## src/rtl/iter_shifter.sv

```systemverilog
// rtl/iter_shifter.sv - multi-cycle SLL/SRL/SRA/ROR shifter, at most STEP bits per clock
module iter_shifter #(
    parameter int N    = 32,
    parameter int STEP = 4
) (
    input  logic         clk,
    input  logic         rst,
    input  logic         in_valid,
    output logic         in_ready,
    input  logic [1:0]   mode,
    input  logic [N-1:0] a,
    input  logic [N-1:0] shamt,
    output logic         out_valid,
    input  logic         out_ready,
    output logic [N-1:0] z,
    output logic         busy
);

    localparam int SW = $clog2(N) + 1;
    localparam logic [SW-1:0] N_CNT    = SW'(N);
    localparam logic [SW-1:0] STEP_CNT = SW'(STEP);
    localparam logic [N-1:0]  N_WIDE   = N'(N);

    localparam logic [1:0] MODE_SLL = 2'b00;
    localparam logic [1:0] MODE_SRL = 2'b01;
    localparam logic [1:0] MODE_SRA = 2'b10;
    localparam logic [1:0] MODE_ROR = 2'b11;

    typedef enum logic [1:0] {
        IDLE  = 2'b00,
        SHIFT = 2'b01,
        DONE  = 2'b10
    } state_t;

    state_t        state, state_nx;
    logic [N-1:0]  z_nx;
    logic [SW-1:0] rem, rem_nx;
    logic [1:0]    mode_q, mode_nx;
    logic          sign_q, sign_nx;
    logic [SW-1:0] eff;
    logic [SW-1:0] step_amt;
    logic          accept;

    // One partial shift of at most STEP bits; SRA fills from the operand's
    // original sign bit, not from the partially shifted value.
    function automatic logic [N-1:0] shift_once(
        input logic [1:0]    m,
        input logic [N-1:0]  v,
        input logic          sgn,
        input logic [SW-1:0] s
    );
        logic [2*N-1:0] wide;
        logic [N-1:0]   r;
        wide = '0;
        r    = v;
        case (m)
            MODE_SLL: r = v << s;
            MODE_SRL: r = v >> s;
            MODE_SRA: begin
                wide = {{N{sgn}}, v} >> s;
                r    = wide[N-1:0];
            end
            default: begin
                wide = {v, v} >> s;
                r    = wide[N-1:0];
            end
        endcase
        return r;
    endfunction

    // Linear shifts saturate at N; rotates only care about shamt mod N.
    always_comb begin
        eff = '0;
        if (mode == MODE_ROR)
            eff = {1'b0, shamt[SW-2:0]};
        else if (shamt >= N_WIDE)
            eff = N_CNT;
        else
            eff = shamt[SW-1:0];
    end

    assign step_amt  = (rem < STEP_CNT) ? rem : STEP_CNT;
    assign in_ready  = (state == IDLE) | ((state == DONE) & out_ready);
    assign accept    = in_valid & in_ready;
    assign out_valid = (state == DONE);
    assign busy      = (state != IDLE);

    always_comb begin
        state_nx = state;
        z_nx     = z;
        rem_nx   = rem;
        mode_nx  = mode_q;
        sign_nx  = sign_q;
        case (state)
            IDLE, DONE: begin
                if (accept) begin
                    z_nx     = a;
                    mode_nx  = mode;
                    sign_nx  = a[N-1];
                    rem_nx   = eff;
                    state_nx = (eff == '0) ? DONE : SHIFT;
                end else if (state == DONE && out_ready) begin
                    state_nx = IDLE;
                end
            end
            SHIFT: begin
                z_nx   = shift_once(mode_q, z, sign_q, step_amt);
                rem_nx = rem - step_amt;
                if (rem <= STEP_CNT)
                    state_nx = DONE;
            end
            default: state_nx = IDLE;
        endcase
    end

    always_ff @(posedge clk) begin
        if (rst) begin
            state  <= IDLE;
            z      <= '0;
            rem    <= '0;
            mode_q <= MODE_SLL;
            sign_q <= 1'b0;
        end else begin
            state  <= state_nx;
            z      <= z_nx;
            rem    <= rem_nx;
            mode_q <= mode_nx;
            sign_q <= sign_nx;
        end
    end

endmodule

```

## config.mk

```make
export PLATFORM = sky130hd
export DESIGN_NAME = iter_shifter
export DESIGN_NICKNAME = d
export VERILOG_FILES = /design/src/rtl/iter_shifter.sv
export SDC_FILE = /design/constraint.sdc
export NUM_CORES = 1
export LEC_CHECK = 0
export CORE_MARGIN = 2
export CORE_UTILIZATION = 41
export DETAILED_ROUTE_END_ITERATION = 8
export PLACE_DENSITY = 0.68
export SLEW_MARGIN = 20
export SYNTH_ARGS = -nofsm -noshare
export SYNTH_HDL_FRONTEND = slang
export SYNTH_SLANG_ARGS = --single-unit
```

## constraint.sdc

```tcl
create_clock -name clk -period 3.2 [get_ports clk]
set_input_delay 0.96 -clock clk [delete_from_list [all_inputs] [get_ports clk]]
set_output_delay 0.96 -clock clk [all_outputs]
set_load 0.03 [all_outputs]
```

# == Word level (Yosys, flattened, before mapping) ==
# Index checks and enable logic that the tools add are counted.
# op_classes
order_cmp,3
bitwise,3
n_reduce_logical,10
addsub,1
n_eq_ne,8
n_mux,13
shifts,4
# op_table
operator,n
right shift 64 x 6 -> 32 bit,2
one-hot mux 32 bit (3 select lines),1
one-hot mux 32 bit (2 select lines),1
>= comparator 32 x 6 -> 1 bit (second input constant),1
2-to-1 mux 32 bit,1
<< shifter 32 x 6 -> 32 bit,1
right shift 32 x 6 -> 32 bit,1
2-to-1 mux 6 bit,4
one-hot mux 6 bit (2 select lines),1
2-to-1 mux 2 bit,4
== test 2 bit (second input constant),3
<= comparator 6 x 3 -> 1 bit (second input constant),1
zero test 6 bit,1
less-than comparator 6 x 3 -> 1 bit (second input constant),1
AND reduction 2 bit,3
subtractor 6 bit,1
== test 2 x 1 -> 1 bit (second input constant),2
zero test 2 bit,2
inequality test 2 bit (second input constant),2
one-hot mux 2 bit (2 select lines),1
nonzero test 2 bit,2
inequality test 3 bit (second input constant),1
bitwise AND 1 bit,2
OR reduction 2 bit,1
2 further kinds,2
# totals
input_bits,70
out_inout_bits,35
regBits,43
wordCells,47

# == Depth between registers and ports, before layout ==
# Gate-level depths: netlist (run 1).
# depth
word_depth,7
ltp_mapped,12
mapped_depth_nobuf,8

# == Worst setup path before layout (run 1) ==
# No wires, ideal clock.
# synth_path
kind,input to output
startpoint,input port out_ready
endpoint,output port in_ready
path_buffers,0
setup_slack_ns,0.733
t_arrival_ns,1.507
path_stages,2
cell_sequence,inv_1 a21oi_1
# synth_via
elab_chain_cells,2
# synth_rtl
item,line,rtl
start: declaration,14,"input logic out_ready,"
bitwise AND 1 bit,83,assign in_ready = (state == IDLE) | ((state == DONE) & out_ready);
bitwise OR 1 bit,83,
end: declaration,9,"output logic in_ready,"
# Every way passes these cells.

# == Worst setup path after layout (run 1) ==
# Same ends and word-level chain as after synthesis.

==> results.json, run 1 <==
{
  "status": "finished clean",
  "syn_inst": 622,
  "rrSetupSlack_ps": 480,
  "min_to": "sign_q$_SDFFE_PP0P_",
  "syn_nets": 695,
  "synth_seq_cells": 43,
  "synth.distinct_cells": 72,
  "netlist_area_um2": 4560,
  "hold_buffers": 0,
  "h-tree-depth": 2,
  "fmax_mhz": 357,
  "grt_max_degree": 46,
  "switching_share_pct": 41.8,
  "port_buffers": 104,
  "ant_nets": 0,
  "dp_hpwl_um": 12300,
  "tightest_slew_ps": 677,
  "vias": 5589,
  "cts_tree": "yes",
  "yosys.area_share.adder_pct": 0.824,
  "max-cap-violations": 0,
  "routed_wl_um": 17800,
  "muxShareOfSynthArea_pct": 17.5,
  "fin_cells": 836,
  "synth_xor_area_share_pct": 0,
  "arrival_ps": 1840,
  "hold-worst-slack_ps": 519,
  "core_region_area_um2": 10800,
  "antenna_found_initial": 0,
  "path_class": "in -> out",
  "root_buffer": "clkbuf_8",
  "setup_viol": 0,
  "grt_pass1_wl_um": 27900,
  "crit_chain": "clkdlybuf4s50_1, inv_1, a21oi_1, buf_4",
  "synthSimpleGateAreaFrac_pct": 24.5,
  "pwr-share-comb_pct": 45.8,
  "cts-buffers-inserted": 5,
  "io_pins": 105,
  "synth_top_family_by_area": "compound AO/OA/AOI/OAI gates",
  "p_per_area_nw_per_um2": 407,
  "place_inst": 828,
  "regToRegEndpoint": "z[27]$_SDFFE_PP0P_",
  "track_usage_pct": 29.8,
  "worstPathRequired_ps": 2240,
  "via_per_inst": 6.69,
  "power_leakage_nw": 2.04,
  "clk_path_buf_depth": 2,
  "final-hold-violation-count": 0,
  "drive_gt1_share_pct": 11.8,
  "worstSetupStartpointType": "primary input",
  "hp-class": "reg -> reg",
  "drt_iter0_markers": 718,
  "nets": 768,
  "endpoint_kind": "output pin",
  "ir_worst_vdd_uv": 183,
  "min_period_ps": 2800,
  "synth_compound_area_share_pct": 29.7,
  "ys_warn_count": 0,
  "std_cell_rows": 38,
  "synthArstFlopShare_pct": 0,
  "cts_resized": 0,
  "ys_top_cells_by_area": "dfxtp_1 (19%), mux4_2 (9.4%), nand2_1 (6.8%)",
  "p_sw_w": 0.000994,
  "clock-skew-final_ps": 3.98,
  "r2r_start": "rem[2]$_SDFFE_PP0P_",
  "slowest_delay_ps": 470,
  "grt_overflow": 0,
  "syn_avg_cell_area_um2": 7.33,
  "synth_top_area_share_pct": 18.9,
  "wire_per_inst_um": 21.2,
  "slowest_stage": "clkdlybuf4s50_1",
  "start_util_pct": 42.0,
  "ff2ff_path_depth": 8,
  "tns_ps": 0,
  "fin_crit_sh_pct": 87.5,
  "ys_seq_area_share_pct": 18.9,
  "gp_congestion": 0.963,
  "yosysTopAreaCell": "dfxtp_1",
  "clk_latency_ps": 310,
  "cts.sinks": 43,
  "p_clk_share_pct": 22.5,
  "hp-start": "sign_q$_SDFFE_PP0P_",
  "postCtsSetupBuffers": 0,
  "drc": 0,
  "power_frac_seq_pct": 31.7,
  "area_growth_pct": 28.1,
  "die-area_um2": 12000,
  "die_h_um": 109,
  "worstHoldPathCells": 2,
  "synth_top_flop_cell": "dfxtp_1",
  "cts.clk_slew.worst_paths_ps": 90,
  "die_w_um": 109,
  "first_global_vias": 5311,
  "final_max_slew_viol_count": 0,
  "rsz0062_at_grt": "no",
  "diodes": 0,
  "crit_path_max_fanout": 3,
  "detail_route.first_pass.iterations": 5,
  "synth_edf_count": 0,
  "internal_power_w": 0.00138,
  "max_slew_margin_pct": 54.5
}
-- per-layer routing --
layer	GRT usage (%)	up-vias	share of wire (%)
met3	6.76	88	13
met1	39.6	2544	39
met5	0	-	0
met2	45.7	476	44
met4	13.9	0	4.4
li1	-	2481	-
-- cell families (layout without fill, tap and decap cells) --
| group | after synthesis | count (layout) |
|---|---|---|
| AOI/OAI and AO/OA | 197 | 197 |
| adders and majority gates | 3 | 3 |
| buffers and inverters | 83 | 157 |
| DFF | 43 | 43 |
| muxes | 55 | 55 |
| other | 1 | 1 |
| and+or+nand+nor | 240 | 240 |
-- flip-flops by register name, indices dropped and copies added (netlist names) --
signal and flops:
z 32, state 2, mode_q 2, sign_q 1
rem 6
-- per-stage QoR --
step | utilization [%] | setup WS, ps | cell area [um2] | power (W)
after detailed placement | 52.6 | 406 | 5700 | 0.00182
final | 53.8 | 400 | 5840 | 0.00238
after global routing | 53.8 | 300 | 5840 | 0.00248
after CTS | 53.8 | 400 | 5840 | 0.00235
after floorplan | - | 733 | 4560 | 0.00142
after global placement | 52.6 | 413 | 5700 | 0.00181
-- worst max path at each step --
stage / startpoint / end / slack (ps) / cells past startpoint
final: out_ready / in_ready / 400 / 4
after global routing: out_ready / in_ready / 300 / 4
after CTS: out_ready / in_ready / 400 / 4
after detailed placement: out_ready / in_ready / 410 / 4
after global placement: out_ready / in_ready / 410 / 4
after floorplan: out_ready / in_ready / 730 / 2
-- final cells by class --
cell class,instances,area [um2]
tap,140,175
inverter,14,52.6
multi-input combinational,496,3320
fill,1080,5000
timing repair buffer,135,1300
clock inverter,2,60.1
sequential,43,863
clock buffer,6,72.6
-- critical path, delay by kind of cell --
family / cells / cell delay, ps
AOI/OAI and AO/OA: 1 / 160
buffers and inverters: 3 / 720
-- cells in the mapped netlist, drive strengths merged (3+ instances only) --
library cell   n
a22oi          4
a221oi         5
clkbuf        37
mux2i         30
a311oi        10
nand2b         4
inv           12
nor2b          6
a21oi         44
buf           32
and3           8
o211ai         9
o221ai         5
ha             3
a31oi         15
or3            4
a32oi          3
dfxtp         43
a211oi        20
nand3         13
or4            3
nor4          12
mux2           6
a2111oi        5
nand2         83
o32ai          4
nor3          26
o21ai         37
mux4          19
o22ai         10
nor2          76
-- power groups by stage --
stage               sequential [W]  combinational (W)  clock (W)
global placement          0.000757            0.00105          0
CTS                       0.000745            0.00107   0.000531
global route              0.000764            0.00116   0.000550
detailed placement        0.000758            0.00107          0
floorplan                 0.000751           0.000667          0
finish                    0.000754            0.00109   0.000534
-- placed cells by master (no fill, tap or decap), drive strengths merged, types with 9 or more instances in the layout --
| cell | instances |
|---|---|
| nand2 | 83 |
| mux2i | 30 |
| a21oi | 44 |
| mux4 | 19 |
| a211oi | 20 |
| a31oi | 15 |
| o22ai | 10 |
| nand3 | 13 |
| o211ai | 9 |
| inv | 12 |
| nor4 | 12 |
| a311oi | 10 |
| buf | 32 |
| o21ai | 37 |
| clkdlybuf4s50 | 103 |
| nor2 | 76 |
| dfxtp | 43 |
| nor3 | 26 |
Power figures use the tool's default switching activity.
==> inputs of run 2 (changes only) <==
--- a/config.mk
+++ b/config.mk
@@ -5,10 +5,12 @@
 export SDC_FILE = /design/constraint.sdc
 export NUM_CORES = 1
 export LEC_CHECK = 0
+export CELL_PAD_IN_SITES_DETAIL_PLACEMENT = 1
+export CELL_PAD_IN_SITES_GLOBAL_PLACEMENT = 2
 export CORE_MARGIN = 2
-export CORE_UTILIZATION = 41
+export CORE_UTILIZATION = 29
 export DETAILED_ROUTE_END_ITERATION = 8
-export PLACE_DENSITY = 0.68
+export PLACE_DENSITY_LB_ADDON = 0.1
 export SLEW_MARGIN = 20
 export SYNTH_ARGS = -nofsm -noshare
 export SYNTH_HDL_FRONTEND = slang
==> run 2 against run 1 <==
Net effect: sequential cell count did not move; non-clock buffer count rose by 4; setup slack got worse by 7.5 ps; sequential share of layout area fell by 0.32 points; die area rose by 40%; via count fell by 2.0%; power rose by 4.5%; routed wire length rose by 21%; largest cell class unchanged; critical endpoint unchanged.
==> results.json, run 2 (synthesis gave the netlist of run 1 again) <==
{
  "gp_congestion": 0.895,
  "largest_reg_flops": 32,
  "first_global_vias": 5518,
  "layout_top_registers": "z: 32 flops, rem: 6 flops",
  "top_register": "z",
  "arrival_ps": 1850,
  "area_growth_pct": 30.9,
  "root_buffer": "clkbuf_16",
  "start_util_pct": 29.9,
  "die-area_um2": 16700,
  "diodes": 0,
  "postCtsSetupBuffers": 0,
  "vias": 5476,
  "hold_buffers": 0,
  "clk_path_buf_depth": 2,
  "place_area_um2": 5810,
  "drt_iter0_markers": 417,
  "fin_area_um2": 5970,
  "antenna_found_initial": 0,
  "nFillCells": 1866,
  "die_w_um": 129,
  "status": "finished clean",
  "finalPower_w": 0.00248,
  "dp_hpwl_um": 15200,
  "max_slew_margin_pct": 45.3,
  "detail_route.first_pass.iterations": 5,
  "track_usage_pct": 26.1,
  "h-tree-depth": 2,
  "routed_wl_um": 21500,
  "fin_crit_sh_pct": 87.7,
  "worstSetupStartpointType": "primary input",
  "ir_worst_vdd_uv": 215,
  "fin_cells": 911,
  "grt_overflow": 0,
  "drc": 0,
  "grt.met2_usage_pct": 43.3,
  "tightest_slew_ps": 814,
  "use_met1_pct": 35.2,
  "wire_per_inst_um": 23.6,
  "clock-skew-final_ps": 8.67,
  "power_leakage_nw": 2.07,
  "tns_ps": 0,
  "std_cell_rows": 45,
  "min_period_ps": 2810,
  "nets": 772,
  "hp-class": "reg -> reg",
  "io_pins": 105,
  "via_per_inst": 6.01,
  "cts.clk_slew.worst_paths_ps": 70,
  "setup_viol": 0,
  "worstPathRequired_ps": 2240,
  "grt.met3_usage_pct": 3.06,
  "drive_gt1_share_pct": 12.3,
  "hold-worst-slack_ps": 526,
  "place_inst": 903,
  "layout_common_cells": "clkdlybuf4s50_1 (103), nand2_1 (82), nor2_1 (72)",
  "max-cap-violations": 0,
  "die_h_um": 129,
  "final-hold-violation-count": 0,
  "layout_commonest_cell": "clkdlybuf4s50_1",
  "port_buffers": 104,
  "cts.sinks": 43,
  "clk_latency_ps": 310,
  "ant_nets": 0,
  "path_class": "in -> out",
  "p_per_area_nw_per_um2": 416,
  "final_max_slew_viol_count": 0,
  "cts_resized": 0,
  "crit_path_max_fanout": 3,
  "fmax_mhz": 356,
  "cts-buffers-inserted": 5,
  "grt_max_degree": 35,
  "core_region_area_um2": 15300,
  "rsz0062_at_grt": "no",
  "endpoint_kind": "output pin",
  "grt_pass1_wl_um": 33500,
  "top_usage_layer": "met2",
  "cts_tree": "yes"
}
## run 2: area by class of cell
cell class,instances,area (um2),area share [%]
multi-input cells,496,3320,55.6
repair buffers,139,1310,22.0
inverters,14,52.6,0.881
clock buffers,8,156,2.62
flip-flops and latches,43,863,14.5
well taps,211,264,4.43
## run 2: critical path, cell delays in order
cell             delay, ps
clkdlybuf4s50_1        480
inv_1                   80
a21oi_1                150
buf_4                  180
## run 2: through the flow
stage | setup slack (ps) | utilization, %
detailed placement | 368 | 38.1
global placement | 383 | 38.1
finish | 392 | 39.1
CTS | 385 | 39.1
floorplan | 733 | -
global route | 307 | 39.1
## run 2: final timing paths
path	from	end	slack, ps	cells after the start
setup reg to reg	rem[2]$_SDFFE_PP0P_	z[26]$_SDFFE_PP0P_	460	6
hold reg to reg	sign_q$_SDFFE_PP0P_	sign_q$_SDFFE_PP0P_	530	2
hold / removal	sign_q$_SDFFE_PP0P_	sign_q$_SDFFE_PP0P_	530	2
setup / recovery	out_ready	in_ready	390	4
## run 2: where the power goes
group,leakage (nW),switching [W],internal (W)
Sequential,0.357,0.000180,0.000595
Combinational,1.63,0.000632,0.000474
Clock,0.0772,0.000266,0.000334
Total,2.07,0.00108,0.00140
## run 2: routing by layer
layer | share of wire (%) | vias to the layer above | wire, um
met3 | 5.3 | 31 | 1140
met1 | 44 | 2737 | 9530
li1 | - | 2488 | -
met4 | 2.4 | 0 | 525
met5 | 0 | - | 0
met2 | 48 | 220 | 10300
